[src/rtl/conv_encoder.sv]
// Streaming rate-1/N_OUT convolutional encoder with valid/ready handshakes and frame delimiting.
// Optional zero-tail termination is enabled by defining CONV_ENC_TAIL_EN.
module conv_encoder #(
    parameter int                 K     = 5,
    parameter int                 N_OUT = 2,
    parameter logic [N_OUT*K-1:0] G_OCT = 10'h3B3,
    localparam int                M     = K - 1
) (
    input  logic             clk,
    input  logic             rst_n,
    input  logic             in_valid,
    output logic             in_ready,
    input  logic             in_bit,
    input  logic             in_last,
    output logic             out_valid,
    input  logic             out_ready,
    output logic [N_OUT-1:0] out_sym,
    output logic             out_last,
    output logic [M-1:0]     enc_state
);

    logic [M-1:0]     r_state;
    logic             r_out_valid;
    logic             r_out_last;
    logic [N_OUT-1:0] r_out_sym;
    logic             w_slot_free;
    logic             w_take;
    logic             w_bit;
    logic [K-1:0]     w_reg_vec;

    // Symbol bit N_OUT-1-i is the parity of the register masked by generator i.
    function automatic logic [N_OUT-1:0] encode_sym(input logic [K-1:0] reg_vec);
        logic [N_OUT-1:0] sym;
        sym = {N_OUT{1'b0}};
        for (int i = 0; i < N_OUT; i++) begin
            sym[N_OUT-1-i] = ^(reg_vec & G_OCT[i*K +: K]);
        end
        return sym;
    endfunction

    assign w_slot_free = !r_out_valid || out_ready;

`ifdef CONV_ENC_TAIL_EN
    localparam int CNT_W = $clog2(M + 1);
    typedef enum logic {ST_RUN = 1'b0, ST_TAIL = 1'b1} fsm_t;

    fsm_t             r_fsm;
    logic [CNT_W-1:0] r_tail_cnt;

    assign in_ready = (r_fsm == ST_RUN) && w_slot_free;
    assign w_bit    = (r_fsm == ST_RUN) ? in_bit : 1'b0;
`else
    assign in_ready = w_slot_free;
    assign w_bit    = in_bit;
`endif

    assign w_take    = in_valid && in_ready;
    assign w_reg_vec = {r_state, w_bit};

`ifdef CONV_ENC_TAIL_EN
    // Output register, shift state and tail sequencer; tail symbols feed zeros until the state drains.
    always_ff @(posedge clk) begin
        if (!rst_n) begin
            r_state     <= {M{1'b0}};
            r_out_valid <= 1'b0;
            r_out_sym   <= {N_OUT{1'b0}};
            r_out_last  <= 1'b0;
            r_fsm       <= ST_RUN;
            r_tail_cnt  <= {CNT_W{1'b0}};
        end else if (r_fsm == ST_TAIL) begin
            if (w_slot_free) begin
                r_out_sym   <= encode_sym(w_reg_vec);
                r_out_valid <= 1'b1;
                r_out_last  <= (r_tail_cnt == CNT_W'(1));
                r_state     <= w_reg_vec[M-1:0];
                r_tail_cnt  <= r_tail_cnt - CNT_W'(1);
                if (r_tail_cnt == CNT_W'(1)) begin
                    r_fsm <= ST_RUN;
                end else begin
                    r_fsm <= ST_TAIL;
                end
            end else begin
                r_out_valid <= r_out_valid;
            end
        end else if (w_take) begin
            r_out_sym   <= encode_sym(w_reg_vec);
            r_out_valid <= 1'b1;
            r_out_last  <= 1'b0;
            r_state     <= w_reg_vec[M-1:0];
            if (in_last) begin
                r_fsm      <= ST_TAIL;
                r_tail_cnt <= CNT_W'(M);
            end else begin
                r_fsm <= ST_RUN;
            end
        end else if (out_ready) begin
            r_out_valid <= 1'b0;
        end else begin
            r_out_valid <= r_out_valid;
        end
    end
`else
    // Output register and shift state; the last bit of a frame returns the state to zero.
    always_ff @(posedge clk) begin
        if (!rst_n) begin
            r_state     <= {M{1'b0}};
            r_out_valid <= 1'b0;
            r_out_sym   <= {N_OUT{1'b0}};
            r_out_last  <= 1'b0;
        end else if (w_take) begin
            r_out_sym   <= encode_sym(w_reg_vec);
            r_out_valid <= 1'b1;
            r_out_last  <= in_last;
            if (in_last) begin
                r_state <= {M{1'b0}};
            end else begin
                r_state <= w_reg_vec[M-1:0];
            end
        end else if (out_ready) begin
            r_out_valid <= 1'b0;
        end else begin
            r_out_valid <= r_out_valid;
        end
    end
`endif

    assign out_valid = r_out_valid;
    assign out_sym   = r_out_sym;
    assign out_last  = r_out_last;
    assign enc_state = r_state;

endmodule

[config.mk]
export PLATFORM = sky130hd
export DESIGN_NAME = conv_encoder
export DESIGN_NICKNAME = d
export VERILOG_FILES = /design/src/rtl/conv_encoder.sv
export SDC_FILE = /design/constraint.sdc
export NUM_CORES = 1
export LEC_CHECK = 0
export ABC_CLOCK_PERIOD_IN_PS = 1200
export BUFFER_PORTS_ARGS = -buffer_cell sky130_fd_sc_hd__buf_2
export CAP_MARGIN = 40
export CORE_AREA = 2 2 39 41
export DETAILED_ROUTE_END_ITERATION = 6
export DIE_AREA = 0 0 41 43
export SETUP_SLACK_MARGIN = 0.1
export SLEW_MARGIN = 20
export SYNTH_ARGS = -nofsm -noshare
export SYNTH_HDL_FRONTEND = slang
export SYNTH_SLANG_ARGS = --single-unit
[constraint.sdc]
create_clock -name clk -period 1.2 [get_ports clk]
set_input_delay 0.18 -clock clk [delete_from_list [all_inputs] [get_ports clk]]
set_output_delay 0.18 -clock clk [all_outputs]
set_load 0.05 [all_outputs]
## Word-level counts from Yosys, hierarchy flattened

Index checks and enable logic that the tools add are counted.

| storage, ports and cells | value |
|---|---|
| register bits | 8 |
| word-level logic and storage cells | 13 |

| operators by class | value |
|---|---|
| reductions and logical operators | 6 |
| muxes and demuxes | 3 |

Operator list:

| operator | number |
|---|---|
| 5-bit parity | 2 |
| 4-bit 2-to-1 mux | 1 |
| 1-bit 2-to-1 mux | 2 |
| 2-bit nonzero test | 1 |
| 1-bit logical AND | 1 |
| 1-bit logical NOT | 1 |
| 1-bit logical OR | 1 |

## Logic depth before layout (Yosys ltp)

Gate-level depths: netlist of the first run.

| logic depth | value |
|---|---|
| depth in word-level cells | 4 |
| gate-level depth with buffers | 5 |
| gate-level depth less buffers | 4 |

## Worst setup path after synthesis of the first run

Ideal clock, no wire load.

| path | value |
|---|---|
| path kind | reg2reg |
| from | reg r_out_valid (netlist: out_valid) |
| to | reg r_out_sym[1] (netlist: out_sym[1]) |
| cell stages (with the launch flop) | 5 |
| setup time | 116 ps |
| arrival time | 1422 ps |
| path buffers | 1 |
| slack | -338 ps |
| cell sequence | dfxtp_1 > nor2b_4 > inv_1 > buf_2 > a41o_1 |

| on the way | value |
|---|---|
| cells in the longest elaborated chain, start to end | 3 |

Ends and longest elaborated chain:

| element | RTL line | text |
|---|---|---|
| start: declaration | 23 | `logic r_out_valid;` |
| start signal: assignment | 122 | `r_out_valid <= r_out_valid;` |
| 1-bit logical NOT | 41 | `assign w_slot_free = !r_out_valid \|\| out_ready;` |
| 1-bit logical OR | 41 |  |
| named net in_ready | 12 | `output logic in_ready,` |
| 1-bit logical AND | 57 | `assign w_take = in_valid && in_ready;` |
| end signal: assignment | 108 | `r_out_sym <= {N_OUT{1'b0}};` |
| end signal: assignment | 111 | `r_out_sym <= encode_sym(w_reg_vec);` |
| end: declaration | 25 | `logic [N_OUT-1:0] r_out_sym;` |

The timed path passes the listed nets, and every way through them passes these cells.
A chain may end at the register's enable or synchronous reset.

## Worst setup path in the final report of the first run

| path | value |
|---|---|
| from | reg r_out_valid (netlist: out_valid) |
| to | out in_ready |

| on the way | value |
|---|---|
| cells in the longest elaborated chain, start to end | 2 |

Ends and longest elaborated chain:

| element | RTL line |
|---|---|
| 1-bit logical NOT | 41 |
| 1-bit logical OR | 41 |
| end: declaration | 12 |

Every way passes these cells.

==> flow_summary.ini, run 1 <==
[cts]
clock_latency_ps = 260
cts_sinks = 8
cts_max_level = 1
cts_max_path_buffers = 2
cts_buffers = 3
ctsRootBufferMaster = clkbuf_4
cts_tree = built
clkTransAtPathRegs_ps = 60

[final_layout]
syn2layout_area_growth_pct = 41.4
final_util = 0.373
nFillCells = 142
drive_gt1_frac = 0.466
antenna_cells = 0
final_nets = 65

[outcome]
status = finished, final reports clean

[timing]
fmaxAchievable_mhz = 886
rsz0062_at_grt = true
final_hold_viol_count = 0
period_minus_slack_ps = 1130
skew_ps = 6.19
slew_violations = 0
setup_viol = 0
max_slew.worst_pin.slew_ps = 252
post-route-period-util = 0.940
slew_headroom = 0.833
fin_setup_tns_ps = 0

[die]
boundaryPins = 15
die_w_um = 41
core_area_mm2 = 0.00138
rows = 14
dieArea_mm2 = 0.00176
start_util = 0.264
die_h_um = 43

[global_route]
antenna_found_initial = 0
grt_max_degree = 11
grt_pass1_wl_um = 1210
grt_pass1_vias = 315
grtUsageTotal = 0.103
overflow = 0

[synth]
synth_top_family_by_area = compound AO/OA/AOI/OAI gates
syn_area_per_cell_um2 = 9.37
syn-num-nets = 45
syn-cell-area_um2 = 365
synth_compound_area_frac = 0.229
synthAdderAreaFrac = 0
ys_seq_elements = 8
ys_warn_count = 0
synthSimpleGateAreaFrac = 0.158
synth_xor_area_frac = 0.116
syn-instance-count = 39
synth.area.mux_share = 0
synth.distinct_cells = 13
ys_seq_area_frac = 0.438

[worst_setup_path]
arrival_ps = 950
crit_fanout = 2
cp-end-kind = primary output
start_kind = register
cp_data_required_time_ps = 1020
crit_type = reg2out

[routing]
drtAntennaViolNets = 0
drt-pass1-iter-count = 4
route.detailed.drc = 0
wl_um = 812
drt_iter0_drc = 11
vias_per_cell = 4.91
wl_per_cell_um = 11.0
vias = 363

[power_and_ir_drop]
finalPower_mw = 0.641
peakVddDrop_mv = 0.358
p_leak_nw = 0.226
powerDensity_mw_per_mm2 = 1240

[placed_design]
dp_hpwl_um = 562
port_buffers = 14
place.gp.congestion = 0.695

[run]
drv_cap = 0

[min_path]
hold_path.class = in2reg
-- power breakdown --
group	switching (mW)	internal, mW	total (mW)
logic	0.0819	0.0428	0.125
clock network	0.106	0.128	0.235
registers	0.00540	0.276	0.281
total	0.194	0.447	0.641
-- per-stage QoR --
step | instances | setup WS (ps) | hold slack [ps] | cell area (µm²)
finish | 74 | 71.5 | 205 | 517
global route | 74 | 45.5 | 213 | 517
CTS | 74 | 60.2 | 209 | 517
detailed placement | 67 | 142 | 474 | 453
global placement | 67 | 155 | 468 | 453
floorplan | 39 | 59.7 | 328 | 388
-- final timing paths --
kind / startpoint / end / slack [ps] / cells after the start
worst min-delay path: rst_n / out_sym[1] / 200 / 2
worst max-delay path: out_valid / in_ready / 70 / 3
worst min register to register: out_last / out_last / 480 / 2
worst max register to register: out_valid / out_sym[1] / 140 / 5
-- cells in the mapped netlist --
library cell  n  area [µm²]
a21oi_1       8        40.0
a311oi_1      1        8.76
a41o_1        1        10.0
buf_2         2        10.0
dfxtp_1       8         160
inv_1         3        11.3
nand2_1       1        3.75
nand3_1       1        5.00
nand4b_1      4        35.0
nor2b_4       1        13.8
o21ai_0       5        25.0
xnor2_1       3        26.3
xnor2_2       1        16.3
-- what timing repair did --
action,4_1_cts,5_1_grt
pin swaps,0,1
hold endpoints to repair,0,0
hold buffers,0,0
buffers inserted,3,0
endpoints found under the setup margin,2,2
gates resized for setup,5,0
-- cell type report --
| cell class | count | area [µm²] | share of cell area |
|---|---|---|---|
| clock buffer | 4 | 26.3 | 0.0508 |
| inverter | 3 | 13.8 | 0.0266 |
| multi-input combinational | 26 | 184 | 0.356 |
| sequential | 8 | 168 | 0.324 |
| tap | 16 | 20.0 | 0.0387 |
| timing repair buffer | 17 | 105 | 0.203 |
-- sequential cells by signal, indices dropped and copies added, names as in the netlist --
register,count
enc_state,4
out_sym,2
out_last,1
out_valid,1
-- worst max-delay path, cell delays in order (launching register included) --
cell and delay (ps):
dfxtp_4 340, nor2b_4 160, inv_4 50, buf_8 140
-- placed cells by master (no fill, tap or decap), types with 2 or more instances in the layout --
cell type / synthesis / routed
a21oi_1: 8 / 8
clkbuf_4: 0 / 3
o21ai_0: 5 / 5
nand4b_1: 4 / 4
buf_4: 0 / 4
xnor2_1: 3 / 3
dfxtp_2: 0 / 3
inv_1: 3 / 2
buf_2: 2 / 12
dfxtp_1: 8 / 4
-- per-layer routing --
metal | wire [µm] | part of all wire | global-route usage
met4 | 31 | 0.038 | 0.0800
met1 | 354 | 0.44 | 0.113
met2 | 382 | 0.47 | 0.153
met3 | 43 | 0.053 | 0.0314
met5 | 0 | 0 | 0
-- cell families after synthesis --
group	after synthesis
DFF	8
buffers and inverters	5
AOI/OAI and AO/OA	15
xor gates and xnor gates	4
and+or+nand+nor	7
(Power assumes the default switching activity.)
==> run 2, diff against run 1 <==
--- a/config.mk
+++ b/config.mk
@@ -8,9 +8,12 @@
 export ABC_CLOCK_PERIOD_IN_PS = 1200
 export BUFFER_PORTS_ARGS = -buffer_cell sky130_fd_sc_hd__buf_2
 export CAP_MARGIN = 40
-export CORE_AREA = 2 2 39 41
+export CELL_PAD_IN_SITES_DETAIL_PLACEMENT = 1
+export CELL_PAD_IN_SITES_GLOBAL_PLACEMENT = 2
+export CORE_AREA = 2 2 43 45
 export DETAILED_ROUTE_END_ITERATION = 6
-export DIE_AREA = 0 0 41 43
+export DIE_AREA = 0 0 45 47
+export PLACE_DENSITY_LB_ADDON = 0.1
 export SETUP_SLACK_MARGIN = 0.1
 export SLEW_MARGIN = 20
 export SYNTH_ARGS = -nofsm -noshare
==> run 2 against run 1 <==
  * Worst hold slack got worse by 2.2 ps
  * Critical path type unchanged
  * Via count decreased by 0.55%
  * Clock power decreased by 4%
  * Routed wire length increased by 16%
  * Power decreased by 1.3%
  * Die area increased by 20%
  * Sequential power about the same
  * Final cell count unchanged
  * Clock skew increased by 5.7 ps
  * Sequential share of layout area increased by 0.16 points
==> flow_summary.ini, run 2 (synthesized netlist as in run 1, its figures left out) <==
[final_layout]
layoutNonFillerInstCount = 74
mostFrequentLayoutCells = buf_2 (12), a21oi_1 (8), o21ai_0 (5)
antenna_cells = 0
nFillCells = 194
drive_gt1_frac = 0.456
design_area_um2 = 514
syn2layout_area_growth_pct = 40.8
largest_reg_flops = 4
layout_commonest_cell = buf_2
final_nets = 64

[worst_setup_path]
reg2reg_from = out_valid
path_buf_inv = 2
cpPeakStageDelay_ps = 340
arrival_ps = 940
cp-startpoint = out_valid
cp_data_required_time_ps = 1020
r2r.worst_path.cells = 5
critPathTopFamily = flip-flops
path_cells = nor2b_4, inv_4, buf_8
worstSetupPathDepth = 3
crit_fanout = 2
start_kind = register
cp-end-kind = primary output
slowest_stage = dfxtp_4
crit_type = reg2out

[die]
dieArea_mm2 = 0.00212
die_h_um = 47
start_util = 0.221
core_area_mm2 = 0.00165
rows = 15
die_w_um = 45
boundaryPins = 15

[cts]
postCtsHoldBufs = 0
clock_latency_ps = 260
cts_buffers = 3
cts_max_level = 1
cts_max_path_buffers = 2
cts_tree = built
clkTransAtPathRegs_ps = 60
cts_sinks = 8
ctsRootBufferMaster = clkbuf_4

[global_route]
grt_pass1_vias = 363
grtUsageTotal = 0.102
grt_max_degree = 11
grt_pass1_wl_um = 1560
antenna_found_initial = 0
overflow = 0

[routing]
wl_per_cell_um = 12.7
drt_iter0_drc = 9
vias = 361
vias_per_cell = 4.88
drt-pass1-iter-count = 4
wl_um = 939
route.detailed.drc = 0
drtAntennaViolNets = 0

[timing]
slew_headroom = 0.835
fin_setup_tns_ps = 0
rsz0062_at_grt = true
post-route-period-util = 0.937
slew_violations = 0
period_minus_slack_ps = 1120
skew_ps = 11.9
final_hold_viol_count = 0
setup_viol = 0
max_slew.worst_pin.slew_ps = 250
fmaxAchievable_mhz = 889

[placed_design]
place.gp.congestion = 0.712
dp_hpwl_um = 717
placed_area_um2 = 454
port_buffers = 14
placedCellCount = 68

[power_and_ir_drop]
p_leak_nw = 0.222
internal-power_mw = 0.446
power_switching_mw = 0.187
powerDensity_mw_per_mm2 = 1230
seq_power_share = 0.447
switching_share = 0.296
finalPower_mw = 0.633
clkPwrFrac = 0.357
peakVddDrop_mv = 0.386
combPwrFrac = 0.197

[min_path]
hold_depth = 2
hp-start = rst_n
hold_path.class = in2reg

[outcome]
status = finished, final reports clean

[run]
drv_cap = 0
## run 2: cell count changes in the layout (fill, tap and decap cells not counted), sizes merged
| cell | delta |
|---|---|
| buf | -1 |
## run 2: through the flow
| step | hold slack (ps) | setup WS [ps] | utilization |
|---|---|---|---|
| after floorplan | 328 | 59.7 | - |
| after global placement | 466 | 136 | 0.275 |
| after detailed placement | 479 | 109 | 0.275 |
| after CTS | 197 | 54.2 | 0.309 |
| after global routing | 206 | 33.8 | 0.311 |
| final | 202 | 75.5 | 0.311 |
## run 2: path summary, 6_finish.rpt
path | endpoint | slack, ps
worst max-delay path | in_ready | 80
worst min-delay path | out_sym[1] | 200
worst max register to register | out_sym[1] | 130
worst min register to register | out_last | 490
## run 2: metal layers
| layer | global-route usage | wire length (µm) | vias to the layer above |
|---|---|---|---|
| li1 | - | - | 179 |
| met2 | 0.171 | 425 | 15 |
| met5 | 0 | 0 | - |
| met4 | 0.0529 | 21 | 0 |
| met3 | 0.0231 | 60 | 3 |
| met1 | 0.123 | 432 | 164 |
## run 2: power groups by stage
| stage | clock network, mW | registers (mW) | logic, mW |
|---|---|---|---|
| 2_1_floorplan | 0 | 0.327 | 0.0512 |
| 3_3_place_gp | 0 | 0.288 | 0.113 |
| 3_5_place_dp | 0 | 0.288 | 0.115 |
| 4_1_cts | 0.239 | 0.282 | 0.125 |
| 5_1_grt | 0.255 | 0.284 | 0.133 |
| 6_report | 0.226 | 0.283 | 0.124 |
## run 2: area by class of cell
| class | instances | area (µm²) | area share |
|---|---|---|---|
| Multi-Input combinational cell | 26 | 184 | 0.358 |
| Sequential cell | 8 | 168 | 0.326 |
| Timing Repair Buffer | 16 | 101 | 0.197 |
| Clock buffer | 4 | 26.3 | 0.0511 |
| Tap cell | 17 | 21.3 | 0.0414 |
| Inverter | 3 | 13.8 | 0.0268 |
## run 2: what timing repair did
item                                    4_1_cts  5_1_grt
setup buffers                                 2        0
pin swaps                                     0        1
resized for setup                             5        1
endpoints found under the setup margin        2        5
endpoints found under the hold margin         0        0
==> run 3, diff against run 2 <==
--- a/config.mk
+++ b/config.mk
@@ -5,14 +5,14 @@
 export SDC_FILE = /design/constraint.sdc
 export NUM_CORES = 1
 export LEC_CHECK = 0
-export ABC_CLOCK_PERIOD_IN_PS = 1200
+export ABC_CLOCK_PERIOD_IN_PS = 1400
 export BUFFER_PORTS_ARGS = -buffer_cell sky130_fd_sc_hd__buf_2
 export CAP_MARGIN = 40
 export CELL_PAD_IN_SITES_DETAIL_PLACEMENT = 1
 export CELL_PAD_IN_SITES_GLOBAL_PLACEMENT = 2
-export CORE_AREA = 2 2 43 45
+export CORE_AREA = 5 5 44 46
 export DETAILED_ROUTE_END_ITERATION = 6
-export DIE_AREA = 0 0 45 47
+export DIE_AREA = 0 0 49 51
 export PLACE_DENSITY_LB_ADDON = 0.1
 export SETUP_SLACK_MARGIN = 0.1
 export SLEW_MARGIN = 20
==> constraint.sdc (replaced) <==
create_clock -name clk -period 1.4 [get_ports clk]
set_input_delay 0.21 -clock clk [delete_from_list [all_inputs] [get_ports clk]]
set_output_delay 0.21 -clock clk [all_outputs]
set_load 0.05 [all_outputs]
==> run 3 against run 2 <==
  * Sequential share of layout area up 0.31 points
  * Design area down 2.4%
  * Routed wire length up 8.1%
  * Global-route usage down 1.2 points
  * Register-to-register slack better by 140 ps
  * Clock power down 16%
==> flow_summary.ini, run 3 (synthesized netlist as in run 1, its figures left out) <==
[min_path]
hold_path.class = in2reg

[global_route]
overflow = 0
grtUsageTotal = 0.0906
grt_pass1_vias = 406
grt_pass1_wl_um = 1740
grt_max_degree = 11
antenna_found_initial = 0

[routing]
vias = 369
drt-pass1-iter-count = 1
route.detailed.drc = 0
wl_per_cell_um = 13.9
vias_per_cell = 5.05
drtAntennaViolNets = 0
wl_um = 1020
drt_iter0_drc = 0

[die]
core_area_mm2 = 0.00147
start_util = 0.248
die_h_um = 51
boundaryPins = 15
dieArea_mm2 = 0.00250
rows = 14
die_w_um = 49

[timing]
slew_violations = 0
max_slew.worst_pin.slew_ps = 251
fmaxAchievable_mhz = 812
setup_viol = 0
post-route-period-util = 0.880
fin_ws_ps = 168
hold_ws_ps = 249
final_hold_viol_count = 0
skew_ps = 5.26
period_minus_slack_ps = 1230
rsz0062_at_grt = false
fin_setup_tns_ps = 0
slew_headroom = 0.834

[cts]
cts_max_level = 1
cts_buffers = 3
cts_max_path_buffers = 2
clkTransAtPathRegs_ps = 60
postCtsHoldBufs = 0
ctsRootBufferMaster = clkbuf_4
cts_sinks = 8
cts_tree = built
clock_latency_ps = 250

[final_layout]
antenna_cells = 0
final_util = 0.341
drive_gt1_frac = 0.421
design_area_um2 = 502
largest_reg_flops = 4
layout_commonest_cell = buf_2
mostFrequentLayoutCells = buf_2 (13), a21oi_1 (8), dfxtp_1 (6)
final_nets = 64
layoutNonFillerInstCount = 73
syn2layout_area_growth_pct = 37.3

[placed_design]
placed_area_um2 = 450
place.gp.congestion = 0.667
placedCellCount = 67
place_ws_ps = 168
dp_hpwl_um = 768
port_buffers = 14

[worst_setup_path]
cp-end-kind = primary output
start_kind = register
cp_data_required_time_ps = 1190
crit_fanout = 2
arrival_ps = 1020
crit_type = reg2out

[power_and_ir_drop]
p_leak_nw = 0.217
powerDensity_mw_per_mm2 = 1070
peakVddDrop_mv = 0.476
finalPower_mw = 0.537

[run]
drv_cap = 0

[outcome]
status = finished, final reports clean
-- run 3: changes by cell type in the layout (fill, tap and decap cells not counted) --
cell	previous run	this run
dfxtp_1	4	6
dfxtp_2	3	1
buf_2	12	13
buf_8	1	0
clkinvlp_4	0	1
inv_4	1	0
-- run 3: area by class of cell --
| type | count | area, µm² |
|---|---|---|
| clock buffers | 4 | 26.3 |
| fillers | 183 | 970 |
| inverters | 3 | 15.0 |
| multi-input cells | 26 | 184 |
| flip-flops and latches | 8 | 165 |
| well taps | 16 | 20.0 |
| repair buffers | 16 | 91.3 |
-- run 3: final timing paths --
path	end	start	cells past startpoint	slack, ps
min reg2reg	out_last	out_last	2	480
max reg2reg	out_sym[1]	out_valid	4	270
min	out_sym[1]	rst_n	2	250
max	in_ready	out_valid	3	170
-- run 3: metal layers --
metal	part of all wire	global-route usage	up-vias
li1	-	-	180
met1	0.45	0.100	173
met2	0.46	0.143	14
met3	0.079	0.0669	2
met4	0.0059	0.0135	0
met5	0	0	-
-- run 3: report_power, final --
part | total (mW) | internal, mW | leakage [nW] | switching (mW)
registers | 0.242 | 0.237 | 0.0665 | 0.00503
clock network | 0.190 | 0.109 | 0.0150 | 0.0811
logic | 0.105 | 0.0335 | 0.135 | 0.0713
total | 0.537 | 0.379 | 0.217 | 0.157
-- run 3: repair_timing --
action                                  CTS  global route
setup buffers                             2             0
pin swaps                                 0             0
endpoints found under the setup margin    1             1
resized for setup                         2             1
-- run 3: worst max-delay path, cell delays in order (launching register included) --
cell and delay [ps]:
dfxtp_4 340, nor2b_4 160, clkinvlp_4 110, buf_6 160
